===== src/rtl/fp_compare_pipe.sv =====
// ============================================================================
// Module   : fp_compare_pipe
// Purpose  : Pipelined IEEE-754 style floating-point comparator. Evaluates
//            FEQ / FLT / FLE (and optionally FMIN / FMAX) combinationally on
//            the accepted operands, then carries the result through STAGES
//            valid/ready pipeline registers with full backpressure support.
// Config   : define FP_CMP_MINMAX_EN to build the FMIN / FMAX datapath;
//            without it OP_SEL 100/101 behave as reserved codes.
// Ports    : clk        - sole clock, rising edge
//            rst_n      - synchronous active-low reset
//            in_valid   - operands and op_sel valid this cycle
//            in_ready   - operation accepted this cycle (when in_valid)
//            op_a/op_b  - operands {sign, exp, man}
//            op_sel     - 000 FEQ, 001 FLT, 010 FLE, 100 FMIN, 101 FMAX
//            out_valid  - r / flag_nv hold a completed result
//            out_ready  - consumer takes the result this cycle
//            r          - 0/1 compare result (zero-extended) or min/max value
//            flag_nv    - invalid-operation flag for the result on r
// Revision : 1.0 - initial release
// ============================================================================
`default_nettype none

module fp_compare_pipe #(
  parameter int EXP_W  = 8,
  parameter int MAN_W  = 23,
  parameter int STAGES = 2     // legal range 1..4
) (
  input  logic                     clk,
  input  logic                     rst_n,
  input  logic                     in_valid,
  output logic                     in_ready,
  input  logic [EXP_W+MAN_W:0]     op_a,
  input  logic [EXP_W+MAN_W:0]     op_b,
  input  logic [2:0]               op_sel,
  output logic                     out_valid,
  input  logic                     out_ready,
  output logic [EXP_W+MAN_W:0]     r,
  output logic                     flag_nv
);

  localparam int W  = 1 + EXP_W + MAN_W;
  localparam int DW = W + 1;                 // {flag_nv, r}

  localparam logic [2:0] OP_FEQ  = 3'b000;
  localparam logic [2:0] OP_FLT  = 3'b001;
  localparam logic [2:0] OP_FLE  = 3'b010;
  localparam logic [2:0] OP_FMIN = 3'b100;
  localparam logic [2:0] OP_FMAX = 3'b101;

  // --------------------------------------------------------------------------
  // Operand classification
  // --------------------------------------------------------------------------
  logic             a_sign, b_sign;
  logic [W-2:0]     a_mag, b_mag;
  logic             a_nan, b_nan, a_snan, b_snan;
  logic             any_nan, any_snan, both_zero;

  assign a_sign = op_a[W-1];
  assign b_sign = op_b[W-1];
  assign a_mag  = op_a[W-2:0];
  assign b_mag  = op_b[W-2:0];

  assign a_nan  = (&op_a[W-2:MAN_W]) && (|op_a[MAN_W-1:0]);
  assign b_nan  = (&op_b[W-2:MAN_W]) && (|op_b[MAN_W-1:0]);
  assign a_snan = a_nan && !op_a[MAN_W-1];
  assign b_snan = b_nan && !op_b[MAN_W-1];

  assign any_nan   = a_nan || b_nan;
  assign any_snan  = a_snan || b_snan;
  assign both_zero = (~|a_mag) && (~|b_mag);

  // --------------------------------------------------------------------------
  // Ordered relations (NaN handled by the caller). +0 and -0 are equal here.
  // --------------------------------------------------------------------------
  logic cmp_eq, cmp_lt;

  assign cmp_eq = both_zero || (op_a == op_b);

  always_comb begin
    cmp_lt = 1'b0;
    if (both_zero) begin
      cmp_lt = 1'b0;
    end else if (a_sign != b_sign) begin
      cmp_lt = a_sign;
    end else if (a_sign) begin
      // Both negative: larger magnitude is the smaller value.
      cmp_lt = (a_mag > b_mag);
    end else begin
      cmp_lt = (a_mag < b_mag);
    end
  end

`ifdef FP_CMP_MINMAX_EN
  // --------------------------------------------------------------------------
  // Min/max ordering: like cmp_lt but -0 sorts strictly below +0.
  // --------------------------------------------------------------------------
  logic         tot_lt;
  logic [W-1:0] canon_qnan;

  assign tot_lt     = (a_sign != b_sign) ? a_sign
                    : (a_sign ? (a_mag > b_mag) : (a_mag < b_mag));
  assign canon_qnan = {1'b0, {EXP_W{1'b1}}, 1'b1, {(MAN_W-1){1'b0}}};
`endif

  // --------------------------------------------------------------------------
  // Result selection
  // --------------------------------------------------------------------------
  logic [W-1:0] res_r;
  logic         res_nv;

  always_comb begin
    res_r  = '0;
    res_nv = 1'b0;
    case (op_sel)
      OP_FEQ: begin
        res_r  = {{(W-1){1'b0}}, (!any_nan && cmp_eq)};
        res_nv = any_snan;            // quiet NaNs do not signal on equality
      end
      OP_FLT: begin
        res_r  = {{(W-1){1'b0}}, (!any_nan && cmp_lt)};
        res_nv = any_nan;
      end
      OP_FLE: begin
        res_r  = {{(W-1){1'b0}}, (!any_nan && (cmp_lt || cmp_eq))};
        res_nv = any_nan;
      end
`ifdef FP_CMP_MINMAX_EN
      OP_FMIN, OP_FMAX: begin
        res_nv = any_snan;
        if (a_nan && b_nan) begin
          res_r = canon_qnan;
        end else if (a_nan) begin
          res_r = op_b;
        end else if (b_nan) begin
          res_r = op_a;
        end else if (op_sel == OP_FMIN) begin
          res_r = tot_lt ? op_a : op_b;
        end else begin
          res_r = tot_lt ? op_b : op_a;
        end
      end
`endif
      default: begin
        res_r  = '0;
        res_nv = 1'b0;
      end
    endcase
  end

  // --------------------------------------------------------------------------
  // Pipeline: stage 0 takes new operations, stage STAGES-1 drives the outputs.
  // --------------------------------------------------------------------------
  logic [STAGES-1:0] vld;
  logic [DW-1:0]     dat [STAGES];
  logic [STAGES-1:0] adv;

  // A stage may load when some stage at or below it is empty, or the output
  // is being consumed; written without a ripple chain so each bit depends
  // only on the valid bits and out_ready.
  genvar gi;
  generate
    for (gi = 0; gi < STAGES; gi++) begin : g_adv
      assign adv[gi] = out_ready || !(&vld[STAGES-1:gi]);
    end
  endgenerate

  always_ff @(posedge clk) begin
    if (!rst_n) begin
      vld <= '0;
      for (int i = 0; i < STAGES; i++) begin
        dat[i] <= '0;
      end
    end else begin
      if (adv[0]) begin
        vld[0] <= in_valid;
        dat[0] <= {res_nv, res_r};
      end
      for (int i = 1; i < STAGES; i++) begin
        if (adv[i]) begin
          vld[i] <= vld[i-1];
          dat[i] <= dat[i-1];
        end
      end
    end
  end

  assign in_ready  = rst_n && adv[0];
  assign out_valid = vld[STAGES-1];
  assign r         = dat[STAGES-1][W-1:0];
  assign flag_nv   = dat[STAGES-1][W];

endmodule

`default_nettype wire


===== config.mk =====
export PLATFORM = sky130hd
export DESIGN_NAME = fp_compare_pipe
export DESIGN_NICKNAME = d
export VERILOG_FILES = /design/src/rtl/fp_compare_pipe.sv
export SDC_FILE = /design/constraint.sdc
export NUM_CORES = 1
export LEC_CHECK = 0
export BUFFER_PORTS_ARGS = -buffer_cell sky130_fd_sc_hd__buf_2
export CORE_MARGIN = 8
export CORE_UTILIZATION = 42
export CTS_CLUSTER_DIAMETER = 120
export DETAILED_ROUTE_END_ITERATION = 8
export HOLD_SLACK_MARGIN = 0.1
export PLACE_DENSITY_LB_ADDON = 0.3
export SKIP_LAST_GASP = 1
export SLEW_MARGIN = 5
export SYNTH_ARGS = -nofsm -noshare
export SYNTH_HDL_FRONTEND = slang
export SYNTH_SLANG_ARGS = --single-unit
export TNS_END_PERCENT = 30

===== constraint.sdc =====
create_clock -name clk -period 2.6 [get_ports clk]
set_clock_uncertainty 0.15 [all_clocks]
set_input_delay 0.13 -clock clk [delete_from_list [all_inputs] [get_ports clk]]
set_output_delay 0.13 -clock clk [all_outputs]
set_load 0.02 [all_outputs]

[Word level (Yosys, flattened, before mapping)]
Memory sizes are Yosys's and may differ from the RTL's.
Index checks and enable logic that the tools add are counted.
Operators by class
  muxes and demuxes: 14
  bitwise operators: 2
  magnitude comparators: 2
  reduce and logical (&&, ||, !) cells: 31
  equality and inequality tests: 4
Operators by type and width (count)
  two-way mux 33 bit: 2
  OR reduction 31 bit: 2
  OR reduction 23 bit: 2
  equality test 32 bit: 1
  greater-than comparator 31 bit: 1
  less-than comparator 31 bit: 1
  AND reduction 8 bit: 2
  two-way mux 1 bit: 10
  logical AND 1 bit: 9
  logical NOT 1 bit: 7
  logical OR 1 bit: 6
  equality test 3 x 1 -> 1 bit (second input constant): 1
  equality test 3 x 2 -> 1 bit (second input constant): 1
  logical NOT 3 bit: 1
  one-hot mux 1 bit (3 select lines): 1
  bitwise OR 1 bit: 2
  one-hot mux 1 bit (2 select lines): 1
  AND reduction 2 bit: 1
  OR reduction 2 bit: 1
  inequality test 1 bit: 1
Storage, ports and cells
  memories: 1
  memory bits (writable): 66
  register bits: 2
  word-level logic and storage cells: 56
  input port bits: 71
Memory list
  dat: words 2, width 33, rd ports 2, clocked after Yosys merged registers in 0, wr ports 2, RTL line 154  | logic [DW-1:0] dat [STAGES];

[Logic depth before layout (Yosys ltp)]
Gate-level depths: netlist (run 1).
  depth in word-level cells: 8
  depth in mapped cells: 8
  mapped depth without buffers: 8

[Worst setup path before layout (run 1)]
No wires, ideal clock.
  path type: reg2reg
  start: reg vld[1]
  end: mem dat[0][0] in the netlist's numbering (data pin)
  path buffers: 0
  slack: 496 ps
  arrival time: 1778 ps
  stages on the path, launching flop included: 7
  library setup time: 176 ps
  path through: dfxtp_1 > nor2b_1 > a21boi_1 > nor2b_1 > o311ai_1 > a2111o_1 > o32ai_1
RTL lines
  start, declared: RTL line 153  | logic [STAGES-1:0] vld;
  start signal, assigned by index: RTL line 180  | vld[i] <= vld[i-1];
  end, declared: RTL line 154

==> impl_metrics.env, run 1 <==
export IMPL_status="finished, final reports clean"
export IMPL_root_buffer="clkbuf_8"
export IMPL_initial_utilization=0.4275
export IMPL_cts_num_sinks=6
export IMPL_place_inst=326
export IMPL_p_per_area_nw_per_um2=265.5
export IMPL_drcViolationCount=0
export IMPL_finalNonFillerCells=334
export IMPL_ys_types=37
export IMPL_ir_worst_vdd_mv=0.08863
export IMPL_p_leak_nw=1.056
export IMPL_die_area_um2=5865
export IMPL_grt_util_met1=0.1483
export IMPL_antenna_found_initial=0
export IMPL_ys_seq_area_frac=0.1039
export IMPL_cts_setup_buffers=0
export IMPL_fin_ws_ns=0.5472
export IMPL_grt_pass1_wl_mm=7.093
export IMPL_syn_avg_cell_area_um2=7.483
export IMPL_nets=389
export IMPL_numPortBuffers=74
export IMPL_syn_inst=206
export IMPL_htree_levels=1
export IMPL_synth_warnings=0
export IMPL_clkTransAtPathRegs_ns=0.04
export IMPL_grt_usage=0.1397
export IMPL_start_kind="input pin"
export IMPL_grt_busiest_layer="met2"
export IMPL_min_period_over_period=0.7895
export IMPL_netlist_area_um2=1541
export IMPL_setup_viol_count_final=0
export IMPL_dieHeight_um=76.58
export IMPL_dp_slack_ns=0.3325
export IMPL_end_kind="register"
export IMPL_hold_class="in2reg"
export IMPL_routed_wl_mm=4.293
export IMPL_nFillCells=391
export IMPL_rsz0062_at_grt="false"
export IMPL_max_cap_viol_count=0
export IMPL_critical_path_class="in2reg"
export IMPL_cts_tree="done"
export IMPL_post_route_min_period_ns=2.053
export IMPL_postRouteAntennaNets=0
export IMPL_synth_seq_cells=6
export IMPL_syn_to_final_growth_pct=25.16
export IMPL_vias_per_cell=4.940
export IMPL_hpwl_mm=4.015
export IMPL_clock_latency_ns=0.23
export IMPL_diodes=0
export IMPL_worstPathArrival_ns=1.94
export IMPL_finalHoldViolCount=0
export IMPL_cts_made_buffers=3
export IMPL_gr_usage_met3=0.04717
export IMPL_gp_congestion=0.8196
export IMPL_setup_tns_ns=0
export IMPL_dr_pass1_iters=4
export IMPL_crit_required_ns=2.49
export IMPL_cts_path_max_buffers=2
export IMPL_grt_max_degree=6
export IMPL_wl_per_cell_um=12.85
export IMPL_overflow=0
export IMPL_drive_above_1_share=0.2832
export IMPL_coreArea_um2=3606
export IMPL_max_freq_mhz=487.1
export IMPL_path_max_fanout=5
export IMPL_slew_violations=0
export IMPL_die_w_um=76.58
export IMPL_fp_row_count=22
export IMPL_grt_pass1_vias=1723
export IMPL_pin_count=106
export IMPL_num_vias=1650
export IMPL_use_met2=0.2511
export IMPL_drt_iter0_drc=29
repair_timing:
item,in CTS,in global routing
endpoints found under the hold margin,5,0
hold buffers,4,0
gates resized for setup,0,0
critical path, cell delays in order:
cell	delay (ns)
dlygate4sd3_1	0.52
buf_2	0.14
a21boi_1	0.24
nor2b_1	0.21
o311ai_1	0.16
a2111o_1	0.41
o32ai_1	0.13
through the flow:
step | util | hold slack [ns] | total power [mW] | cell area, um^2
global route | 0.5350 | 0.1191 | 0.5520 | 1929
finish | 0.5350 | 0.1078 | 0.5123 | 1929
detailed placement | 0.5115 | 0.1814 | 0.3564 | 1844
floorplan | - | 0.08728 | 0.2909 | 1654
global placement | 0.5115 | 0.1819 | 0.3539 | 1844
CTS | 0.5350 | 0.1088 | 0.5155 | 1929
sequential cells by signal (all words and copies together), names as in the netlist:
| name | cells |
|---|---|
| dat | 4 |
| vld | 2 |
final timing paths:
path | start | to | slack [ns] | cells after the start
worst max-delay path | rst_n | dat[0][0] | 0.55 | 7
worst min-delay path | out_ready | vld[1] | 0.11 | 3
worst max register to register | vld[1] | dat[0][0] | 0.67 | 6
worst min register to register | vld[0] | vld[1] | 0.34 | 1
cells in the final DEF, fill, tap and decap left out, types with 2 or more instances in the layout:
| cell type | synthesis | routed |
|---|---|---|
| nand4_1 | 13 | 13 |
| xnor2_1 | 2 | 2 |
| and2_1 | 2 | 2 |
| buf_2 | 0 | 74 |
| clkbuf_8 | 0 | 3 |
| a211oi_1 | 3 | 3 |
| o21a_1 | 2 | 2 |
| nand2_1 | 14 | 14 |
| a31oi_1 | 2 | 2 |
| nand3_1 | 4 | 4 |
| nor2b_1 | 2 | 2 |
| nor4_1 | 16 | 16 |
| o21ai_0 | 3 | 3 |
| ha_1 | 31 | 31 |
| dfxtp_1 | 2 | 2 |
| edfxtp_1 | 4 | 4 |
| conb_1 | 1 | 31 |
| nor3_1 | 4 | 4 |
| dlygate4sd3_1 | 0 | 4 |
| nor2_1 | 4 | 4 |
| inv_1 | 33 | 33 |
| o31ai_1 | 2 | 2 |
| a21oi_1 | 14 | 14 |
cell type report:
class                           count  area, um^2  share of cell area
Multi-Input combinational cell    165        1130              0.5856
Clock buffer                        4       45.04             0.02335
Sequential cell                     6       160.2             0.08301
Timing Repair Buffer               78       410.4              0.2127
Tap cell                           48       60.06             0.03113
Inverter                           33       123.9             0.06420
cells in the mapped netlist, drive strengths merged:
cell type | n | area, um^2
inv | 33 | 123.9
buf | 32 | 240.2
ha | 31 | 387.9
nor4 | 18 | 133.9
a21oi | 14 | 70.07
nand2 | 14 | 52.55
nand4 | 13 | 81.33
nor2 | 5 | 21.27
o21ai | 5 | 28.77
edfxtp | 4 | 120.1
nand3 | 4 | 20.02
nor3 | 4 | 20.02
a211oi | 3 | 22.52
a21boi | 2 | 15.02
a31oi | 2 | 12.51
and2 | 2 | 12.51
dfxtp | 2 | 40.04
nor2b | 2 | 12.51
o21a | 2 | 15.01
o31ai | 2 | 15.01
xnor2 | 2 | 17.52
a2111o | 1 | 11.26
a221oi | 1 | 8.760
a2bb2oi | 1 | 8.760
and3 | 1 | 6.260
and4 | 1 | 8.760
conb | 1 | 3.750
nand3b | 1 | 7.510
o311ai | 1 | 8.760
o32ai | 1 | 8.760
or3 | 1 | 6.260
report_power, final:
group	switching, mW	internal, mW	leakage, nW
Clock	0.0449	0.106	0.0228
Sequential	0.00132	0.106	0.0651
Combinational	0.152	0.103	0.968
Total	0.198	0.314	1.06
per-layer routing:
layer,vias to the layer above,part of all wire
met4,0,0.010
met2,69,0.49
met5,-,0
met1,730,0.41
met3,5,0.090
li1,846,-
kinds of logic (layout without fill, tap and decap cells):
kind of cell	count (synthesis)	after routing	share of synthesized area
adders and majority gates	31	31	0.2516
buffers and inverters	65	115	0.2362
DFF	6	6	0.1039
and+or+nand+nor	66	66	0.2484
other	1	31	0.002433
xor gates and xnor gates	2	2	0.01137
AOI/OAI and AO/OA	35	35	0.1461
No activity file was read; power rests on OpenSTA's default activity.
==> run 2: changes to the inputs <==
clock period = 2 ns   (was 2.6 ns; I/O delays follow)
==> impl_metrics.env, run 2 (synthesis results as in run 1) <==
export IMPL_slowest_delay_ns=0.52
export IMPL_initial_utilization=0.4275
export IMPL_wl_met3_um=340
export IMPL_grt_pass1_vias=1719
export IMPL_overflow=0
export IMPL_dr_pass1_iters=4
export IMPL_min_period_over_period=0.9704
export IMPL_route_met2_wl_mm=2.323
export IMPL_wirelength_met1_mm=1.846
export IMPL_cts_tree="done"
export IMPL_layout_commonest_cell="buf_2"
export IMPL_grt_max_degree=6
export IMPL_cts_num_sinks=6
export IMPL_slew_violations=0
export IMPL_p_per_area_nw_per_um2=320.4
export IMPL_critical_path_top_delay_family="compound AO/OA/AOI/OAI gates"
export IMPL_post_route_min_period_ns=1.941
export IMPL_crit_slowest_cell="dlygate4sd3_1"
export IMPL_clkTransAtPathRegs_ns=0.03
export IMPL_end_kind="register"
export IMPL_top_regs="dat: 4 flops, vld: 2 flops"
export IMPL_path_max_fanout=5
export IMPL_hpwl_mm=4.165
export IMPL_critical_path_class="in2reg"
export IMPL_gp_congestion=0.8107
export IMPL_numPortBuffers=74
export IMPL_clkPwrFrac=0.255
export IMPL_clock_latency_ns=0.22
export IMPL_power_frac_seq=0.201
export IMPL_root_buffer="clkbuf_8"
export IMPL_max_cap_viol_count=0
export IMPL_pin_count=106
export IMPL_rsz0062_at_grt="false"
export IMPL_vias_per_cell=4.774
export IMPL_wl_per_cell_um=12.48
export IMPL_largest_reg_flops=4
export IMPL_status="finished, final reports clean"
export IMPL_sw_frac_of_total=0.3737
export IMPL_place_inst=355
export IMPL_setup_tns_ns=0
export IMPL_drive_above_1_share=0.3619
export IMPL_nFillCells=360
export IMPL_regMostFlops="dat"
export IMPL_postRouteAntennaNets=0
export IMPL_holdWs_ns=0.1040
export IMPL_setup_viol_count_final=0
export IMPL_cts_setup_buffers=0
export IMPL_num_vias=1733
export IMPL_layout_common_cells="buf_2, inv_1, ha_1, conb_1, buf_4"
export IMPL_post_route_util=0.6020
export IMPL_cts_path_max_buffers=2
export IMPL_hold_class="in2reg"
export IMPL_die_area_um2=5865
export IMPL_grt_usage=0.1415
export IMPL_coreArea_um2=3606
export IMPL_routed_wl_mm=4.529
export IMPL_drcViolationCount=0
export IMPL_finalHoldViolCount=0
export IMPL_nets=419
export IMPL_combPwrFrac=0.545
export IMPL_p_leak_nw=1.203
export IMPL_die_w_um=76.58
export IMPL_antenna_found_initial=0
export IMPL_grt_pass1_wl_mm=7.196
export IMPL_htree_levels=1
export IMPL_path_cells="dlygate4sd3_1 > buf_2 > a21boi_2 > nor2b_2 > o311ai_1 > a2111o_1 > o32ai_1"
export IMPL_diodes=0
export IMPL_highest_layer="met4"
export IMPL_dieHeight_um=76.58
export IMPL_ir_worst_vdd_mv=0.1144
export IMPL_max_freq_mhz=515.2
export IMPL_crit_required_ns=1.88
export IMPL_critPathBufInv=2
export IMPL_worstPathArrival_ns=1.82
export IMPL_finalNonFillerCells=363
export IMPL_fp_row_count=22
export IMPL_internal_power_mw=0.4356
export IMPL_drt_iter0_drc=47
export IMPL_start_kind="input pin"
export IMPL_p_sw_mw=0.2599
export IMPL_syn_to_final_growth_pct=40.83
export IMPL_cts_made_buffers=3
-- run 2: cell types whose count changed in the layout (fill, tap and decap cells not counted), sizes merged --
cell / previous run / this run
dlygate4sd3: 4 / 5
clkbuf: 4 / 3
buf: 74 / 103
-- run 2: per-stage QoR --
stage	area (um^2)	power (mW)	worst slack (ns)
floorplan	1658	0.3788	0.04866
global placement	2066	0.4985	-0.1073
detailed placement	2066	0.5044	-0.2088
CTS	2157	0.6940	0.004146
global route	2171	0.7522	0.006211
finish	2171	0.6956	0.05911
-- run 2: routing by layer --
metal  up-vias  GRT usage
met5         -          0
met4         0    0.03462
met3         2    0.04127
met2        62     0.2648
met1       760     0.1497
li1        909          -
-- run 2: repair_timing --
item | 4_1_cts | 5_1_grt
gates resized for setup | 0 | 3
endpoints found under the setup margin | 0 | 1
hold buffers | 5 | 0
hold endpoints to repair | 5 | 0
-- run 2: final cells by class --
class / instances / area (um^2) / area share
inverter: 33 / 123.9 / 0.05706
tap: 48 / 60.06 / 0.02767
sequential: 6 / 160.2 / 0.07378
clock buffer: 3 / 41.29 / 0.01902
timing repair buffer: 108 / 638.1 / 0.2939
multi-input combinational: 165 / 1147 / 0.5285
-- run 2: power by group through the flow --
stage | logic (mW) | clock network (mW) | registers [mW]
6_report | 0.379 | 0.177 | 0.140
5_1_grt | 0.425 | 0.187 | 0.140
4_1_cts | 0.373 | 0.182 | 0.140
3_5_place_dp | 0.363 | 0 | 0.141
3_3_place_gp | 0.357 | 0 | 0.141
2_1_floorplan | 0.236 | 0 | 0.143
-- run 2: final timing paths --
check / startpoint / endpoint / slack, ns / cells after the start
worst max-delay path: rst_n / dat[0][0] / 0.06 / 7
worst min-delay path: out_ready / vld[1] / 0.10 / 3
worst max register to register: vld[1] / dat[0][0] / 0.13 / 6
worst min register to register: dat[0][32] / dat[0][65] / 0.37 / 1
-- run 2: tightest hold or removal path: cells and delay by family --
kind,cells,cell delay [ns]
compound gates,1,0.18
buf+inv,1,0.07
simple gates,1,0.07
